[config.mk]
export PLATFORM = sky130hd
export DESIGN_NAME = piu_dynbd_writer
export DESIGN_NICKNAME = d
export VERILOG_FILES = /design/src/rtl/piu_dynbd_pkg.sv /design/src/rtl/piu_dynbd_req_fifo.sv /design/src/rtl/piu_dynbd_writer.sv
export SDC_FILE = /design/constraint.sdc
export NUM_CORES = 1
export LEC_CHECK = 0
export CAP_MARGIN = 25
export CORE_ASPECT_RATIO = 1.1
export CORE_MARGIN = 8
export CORE_UTILIZATION = 55
export DETAILED_ROUTE_END_ITERATION = 10
export PLACE_DENSITY = 0.8
export SYNTH_ARGS = -nofsm -noshare
export SYNTH_HDL_FRONTEND = slang
export SYNTH_SLANG_ARGS = --single-unit
[constraint.sdc]
create_clock -name clk -period 2.4 [get_ports clk]
set_input_delay 0.48 -clock clk [delete_from_list [all_inputs] [get_ports clk]]
set_output_delay 0.48 -clock clk [all_outputs]
set_load 0.01 [all_outputs]
[src/rtl/piu_dynbd_pkg.sv]
// Shared widths, boundary codes, request entry packing and field-merge helpers for the
// PIU dynamic boundary writer. Widths and codes mirror the define.v values used by the RAM.
package piu_dynbd_pkg;

    localparam int FACEBD_BW   = 3;
    localparam int CORNERBD_BW = 2;
    localparam int PCHADDR_BW  = 4;
    localparam int NUM_PCH     = 12;
    localparam int PCHDYN_BW   = 4 * FACEBD_BW + 4 * CORNERBD_BW;

    localparam logic [FACEBD_BW-1:0]   FACEBD_X   = 3'd1;
    localparam logic [FACEBD_BW-1:0]   FACEBD_Z   = 3'd2;
    localparam logic [FACEBD_BW-1:0]   FACEBD_PP  = 3'd3;
    localparam logic [FACEBD_BW-1:0]   FACEBD_LP  = 3'd4;
    localparam logic [CORNERBD_BW-1:0] CORNERBD_C = 2'd1;
    localparam logic [CORNERBD_BW-1:0] CORNERBD_I = 2'd2;

    typedef enum logic [1:0] {
        ST_IDLE   = 2'd0,
        ST_LOOKUP = 2'd1,
        ST_WRITE  = 2'd2
    } upd_state_e;

    localparam int REQ_ENTRY_BW = PCHADDR_BW + 8 + 4 * FACEBD_BW + 4 * CORNERBD_BW + 1;

    typedef struct packed {
        logic [PCHADDR_BW-1:0]    pchidx;
        logic [3:0]               facemask;
        logic [3:0]               cornermask;
        logic [4*FACEBD_BW-1:0]   face;
        logic [4*CORNERBD_BW-1:0] corner;
        logic                     last;
    } upd_req_t;

    function automatic logic [4*FACEBD_BW-1:0] merge_face(
        input logic [3:0]             mask,
        input logic [4*FACEBD_BW-1:0] upd,
        input logic [4*FACEBD_BW-1:0] cur
    );
        logic [4*FACEBD_BW-1:0] res;
        for (int k = 0; k < 4; k++)
            res[k*FACEBD_BW +: FACEBD_BW] = mask[k] ? upd[k*FACEBD_BW +: FACEBD_BW]
                                                    : cur[k*FACEBD_BW +: FACEBD_BW];
        return res;
    endfunction

    function automatic logic [4*CORNERBD_BW-1:0] merge_corner(
        input logic [3:0]               mask,
        input logic [4*CORNERBD_BW-1:0] upd,
        input logic [4*CORNERBD_BW-1:0] cur
    );
        logic [4*CORNERBD_BW-1:0] res;
        for (int k = 0; k < 4; k++)
            res[k*CORNERBD_BW +: CORNERBD_BW] = mask[k] ? upd[k*CORNERBD_BW +: CORNERBD_BW]
                                                        : cur[k*CORNERBD_BW +: CORNERBD_BW];
        return res;
    endfunction

endpackage

[src/rtl/piu_dynbd_req_fifo.sv]
// Small synchronous request FIFO with occupancy count; a push is refused while full
// even when a pop happens in the same cycle.
module piu_dynbd_req_fifo #(
    parameter int WIDTH  = 33,
    parameter int DEPTH  = 4,
    parameter int PTR_BW = 2
) (
    input  logic              clk,
    input  logic              rst,
    input  logic              push,
    input  logic [WIDTH-1:0]  push_data,
    input  logic              pop,
    output logic [WIDTH-1:0]  head,
    output logic              empty,
    output logic              full,
    output logic [PTR_BW:0]   count
);

    logic [WIDTH-1:0]  mem [DEPTH];
    logic [PTR_BW-1:0] wr_ptr;
    logic [PTR_BW-1:0] rd_ptr;
    logic              push_ok;
    logic              pop_ok;

    assign empty   = (count == '0);
    assign full    = (count == (PTR_BW+1)'(DEPTH));
    assign push_ok = push & ~full;
    assign pop_ok  = pop & ~empty;
    assign head    = mem[rd_ptr];

    always_ff @(posedge clk or negedge rst) begin
        if (!rst) begin
            wr_ptr <= '0;
            rd_ptr <= '0;
            count  <= '0;
        end else begin
            if (push_ok) wr_ptr <= wr_ptr + 1'b1;
            if (pop_ok)  rd_ptr <= rd_ptr + 1'b1;
            count <= count + (PTR_BW+1)'(push_ok) - (PTR_BW+1)'(pop_ok);
        end
    end

    // Storage needs no reset: the count alone decides what is valid.
    always_ff @(posedge clk) begin
        if (push_ok) mem[wr_ptr] <= push_data;
    end

endmodule

[src/rtl/piu_dynbd_writer.sv]
// Read-modify-write sequencer for the PIU dynamic boundary RAM; yields to bulk prep/split.
// Optional macro PIU_DYNWR_RANGECHK_EN adds err_range and drops out-of-range patch indices.
module piu_dynbd_writer
    import piu_dynbd_pkg::*;
#(
    parameter int FIFO_DEPTH  = 4,
    parameter int FIFO_PTR_BW = 2
) (
    input  logic                       clk,
    input  logic                       rst,
    input  logic                       req_valid,
    output logic                       req_ready,
    input  logic [PCHADDR_BW-1:0]      req_pchidx,
    input  logic [3:0]                 req_facemask,
    input  logic [4*FACEBD_BW-1:0]     req_face,
    input  logic [3:0]                 req_cornermask,
    input  logic [4*CORNERBD_BW-1:0]   req_corner,
    input  logic                       req_last,
    input  logic                       prep_dyninfo,
    input  logic                       split_dyninfo,
    input  logic [PCHDYN_BW-1:0]       rd_pchinfo_dynamic,
    output logic [PCHADDR_BW-1:0]      pchidx,
    output logic                       is_writing,
    output logic [4*FACEBD_BW-1:0]     wr_facebd,
    output logic [4*CORNERBD_BW-1:0]   wr_cornerbd,
    output logic                       upd_busy,
`ifdef PIU_DYNWR_RANGECHK_EN
    output logic                       err_range,
`endif
    output logic                       upd_done
);

    upd_state_e              state, state_nxt;
    upd_req_t                head, push_entry;
    logic [REQ_ENTRY_BW-1:0] head_raw;
    logic [FIFO_PTR_BW:0]    fifo_count;
    logic                    fifo_empty, fifo_full;
    logic                    bulk, accept, drop, push, pop, more_pending, done_drop;
    logic [PCHDYN_BW-1:0]    rdata_q;

    assign bulk      = prep_dyninfo | split_dyninfo;
    assign req_ready = ~fifo_full;
    assign accept    = req_valid & req_ready;
`ifdef PIU_DYNWR_RANGECHK_EN
    assign drop      = ({1'b0, req_pchidx} >= (PCHADDR_BW+1)'(NUM_PCH));
    assign done_drop = accept & drop & req_last & fifo_empty;
`else
    assign drop      = 1'b0;
    assign done_drop = 1'b0;
`endif
    assign push       = accept & ~drop;
    assign push_entry = '{pchidx: req_pchidx, facemask: req_facemask, cornermask: req_cornermask,
                          face: req_face, corner: req_corner, last: req_last};
    assign head       = upd_req_t'(head_raw);
    assign upd_busy   = ~fifo_empty | (state != ST_IDLE);
    // Entry count after this cycle's pop, including a push landing in the same cycle.
    assign more_pending = (fifo_count > (FIFO_PTR_BW+1)'(1)) | push;

    piu_dynbd_req_fifo #(
        .WIDTH  (REQ_ENTRY_BW),
        .DEPTH  (FIFO_DEPTH),
        .PTR_BW (FIFO_PTR_BW)
    ) u_req_fifo (
        .clk       (clk),
        .rst       (rst),
        .push      (push),
        .push_data (push_entry),
        .pop       (pop),
        .head      (head_raw),
        .empty     (fifo_empty),
        .full      (fifo_full),
        .count     (fifo_count)
    );

    always_ff @(posedge clk or negedge rst) begin
        if (!rst) begin
            state    <= ST_IDLE;
            rdata_q  <= '0;
            upd_done <= 1'b0;
        end else begin
            state    <= state_nxt;
            if (state == ST_LOOKUP) rdata_q <= rd_pchinfo_dynamic;
            upd_done <= (pop & head.last) | done_drop;
        end
    end

`ifdef PIU_DYNWR_RANGECHK_EN
    always_ff @(posedge clk or negedge rst) begin
        if (!rst)               err_range <= 1'b0;
        else if (accept & drop) err_range <= 1'b1;
    end
`endif

    always_comb begin
        state_nxt   = state;
        pchidx      = '0;
        is_writing  = 1'b0;
        pop         = 1'b0;
        wr_facebd   = '0;
        wr_cornerbd = '0;
        case (state)
            ST_IDLE: begin
                if (!fifo_empty && !bulk) state_nxt = ST_LOOKUP;
            end
            ST_LOOKUP: begin
                pchidx = head.pchidx;
                if (!bulk) state_nxt = ST_WRITE;
            end
            ST_WRITE: begin
                pchidx      = head.pchidx;
                wr_facebd   = merge_face(head.facemask, head.face,
                                         rdata_q[PCHDYN_BW-1 -: 4*FACEBD_BW]);
                wr_cornerbd = merge_corner(head.cornermask, head.corner,
                                           rdata_q[4*CORNERBD_BW-1:0]);
                // A bulk update invalidates rdata_q, so re-read instead of writing.
                if (!bulk) begin
                    is_writing = 1'b1;
                    pop        = 1'b1;
                    state_nxt  = more_pending ? ST_LOOKUP : ST_IDLE;
                end else begin
                    state_nxt  = ST_LOOKUP;
                end
            end
            default: state_nxt = ST_IDLE;
        endcase
    end

endmodule

==> qor.yml <==
cts_buffer_depth: 2
io_buffers: 85
whs_ns: 0.1599
fin_tns_setup_ns: -2.913
ys_ff_latch: 162
grt_pass1_wl_mm: 21.36
rsz0062_at_grt: "yes"
layout_commonest_cell: "edfxtp_1"
clk_pin_slew_ns: 0.06
period_share_pct: 107.3
htree_levels: 4
yosysSeqAreaShare_pct: 71.66
drive_gt1_share_pct: 34.12
grt_pass1_vias: 3895
slowest_stage: "mux4_2"
status: "complete, but fails checks"
dp_hpwl_mm: 8.366
cp_slowest_stage_delay_ns: 0.56
gp_congestion: 0.7433
pre_cts_slack_ns: -0.1357
crit_fanout: 6
total_power_mw: 10.35
yosys_warnings: 0
cts-buffers-inserted: 17
critical_path_arrival_ns: 2.09
hold_class: "in -> async"
power.switching_mw: 2.981
pwr-share-seq_pct: 39.5
setup_viol: 24
pwr_density_cell_mw_per_mm2: 1226
die_h_um: 130.7
cp_cell_sequence: "buf_12, mux4_2, buf_6, mux2i_1, nor2b_1, buf_2"
io_pins: 86
synth_cell_types: 34
grt_start_max_net_pins: 34
initial_core_util_pct: 55.39
syn_inst: 327
wire_per_inst_um: 21.40
clock.fmax_mhz: 388.5
cts_tree: "built"
internal_power_mw: 7.365
worstSetupEndpointType: "primary output"
placed_cells: 576
layout_common_cells: "edfxtp_1 (132), clkdlybuf4s50_1 (58), mux4_2 (33), dfrtp_1 (29)"
drc: 0
diodes: 0
peakVddDrop_uv: 674.7
routed_wl_mm: 13.33
avgSynthCellArea_um2: 20.12
drtIter0Drc: 243
final_max_slew_viol_count: 0
finalHoldViolCount: 0
cp_num_buf_inv: 3
die_x_um: 120.3
skew_ns: 0.008991
cts-root-buf: "clkbuf_16"
clock_latency_ns: 0.41
dieArea_mm2: 0.01572
clockPowerShare_pct: 24.1
rows: 42
critPathRequiredTime_ns: 1.92
worstSetupPathType: "reg -> out"
via_count: 3388
final_cells: 623
maxCapViolations: 0
comb_power_share_pct: 36.4
setup.worst_path.start_class: "register"
avgViaCountPerCell: 5.438
final_antenna_net_count: 0
cts_num_sinks: 162
fillers: 745
area_growth_pct: 28.32
worst_pin_slew_ns: 0.8192
crit_family: "multiplexers"
fin_nets: 526
min_period_ns: 2.574
maxSlewHeadroom_pct: 45.39
core-area_mm2: 0.01188
synth_nets: 397
worst_slack_ns: -0.1743
grt_overflow: 0
switching_share_pct: 28.82
violations: "setup timing"
grt_antenna_before_repair: 0
dr.pass1.iters: 5
grt.total_usage_pct: 18.55
p_leak_nw: 3.133
syn-cell-area_mm2: 0.006579
## synthesized netlist by cell type, drive strengths merged
cell type	number	area, µm²
edfxtp	132	3964
mux4	33	780.8
dfrtp	30	750.7
mux2	21	236.5
mux2i	20	200.2
nor2b	20	125.1
ha	11	137.6
inv	11	41.29
buf	10	86.33
and2	7	43.80
and3	5	31.28
nand2	4	15.01
a21oi	3	15.01
clkbuf	2	7.510
nand2b	2	12.51
nor2	2	7.510
xnor2	2	17.52
xor2	2	17.52
a22oi	1	7.510
a31oi	1	6.260
fa	1	20.02
nand3	1	5.000
nor4	1	6.260
o211ai	1	7.510
o21a	1	7.510
o21ai	1	5.000
o311a	1	10.01
or4b	1	13.76
## flip-flops by register name, summed over array words and instances, names as in the netlist
register / flops
u_req_fifo.count: 3
state: 2
u_req_fifo.mem: 132
u_req_fifo.wr_ptr: 2
u_req_fifo.rd_ptr: 2
rdata_q: 20
upd_done: 1
## layer usage
layer | track usage (%) | share of wire, % | up-vias
met1 | 21.58 | 40 | 1727
li1 | - | - | 1547
met4 | 8.309 | 1.4 | 0
met2 | 31.74 | 52 | 100
met3 | 5.200 | 6.3 | 14
met5 | 0 | 0 | -
## power by group through the flow
stage,clock [mW],combinational (mW),sequential (mW)
6_report,2.49,3.77,4.09
5_1_grt,2.65,4.09,4.15
4_1_cts,2.54,3.77,4.09
3_5_place_dp,0,3.36,4.12
3_3_place_gp,0,3.26,4.07
2_1_floorplan,0,2.16,4.03
## worst paths after layout
check                                           from              endpoint  slack (ns)  cells past startpoint
worst max-delay path            u_req_fifo.rd_ptr[0]        wr_cornerbd[1]       -0.17                      6
worst min-delay path                             rst  u_req_fifo.wr_ptr[1]        0.16                      1
worst max register to register              state[0]   u_req_fifo.count[2]        0.37                      9
worst min register to register            rdata_q[1]            rdata_q[1]        0.51                      1
max in group asynchronous                        rst  u_req_fifo.rd_ptr[0]        1.67                      1
min in group clk                          rdata_q[1]            rdata_q[1]        0.51                      1
## cells by family after synthesis
group	synth area share [%]
mux	18.51
fa+ha+maj	2.396
xor+xnor	0.5326
buf+inv	2.054
compound gates	0.8939
simple gates	3.956
flops	71.66
## worst register-to-register path: stages (launching register included)
cell and delay [ns]:
dfrtp_1 0.40, inv_2 0.09, ha_2 0.23, o311a_1 0.20, ha_1 0.23, inv_1 0.05, ha_1 0.13, inv_1 0.05
fa_1 0.37, xor2_1 0.17
## layout make-up
class / instances / area (µm²) / area share [%]
clock buffers: 19 / 442.9 / 5.247
clock inverters: 13 / 111.4 / 1.319
inverters: 11 / 41.29 / 0.4891
multi-input cells: 142 / 1722 / 20.39
flip-flops and latches: 162 / 4716 / 55.86
well taps: 154 / 192.7 / 2.282
repair buffers: 122 / 1216 / 14.41
## what timing repair did
action,CTS,global route
buffers inserted,14,1
gates cloned,1,0
hold buffers,0,0
setup endpoints to repair,26,24
gates resized for setup,133,11
pin swaps,3,1
## metrics by stage
| step | instance area (µm²) | util [%] |
|---|---|---|
| 6_report | 8442 | 71.08 |
| 5_1_grt | 8442 | 71.08 |
| 4_1_cts | 8424 | 70.93 |
| 3_5_place_dp | 7782 | 65.53 |
| 3_3_place_gp | 7782 | 65.53 |
| 2_1_floorplan | 6579 | - |
No activity file was read; power rests on OpenSTA's default activity.
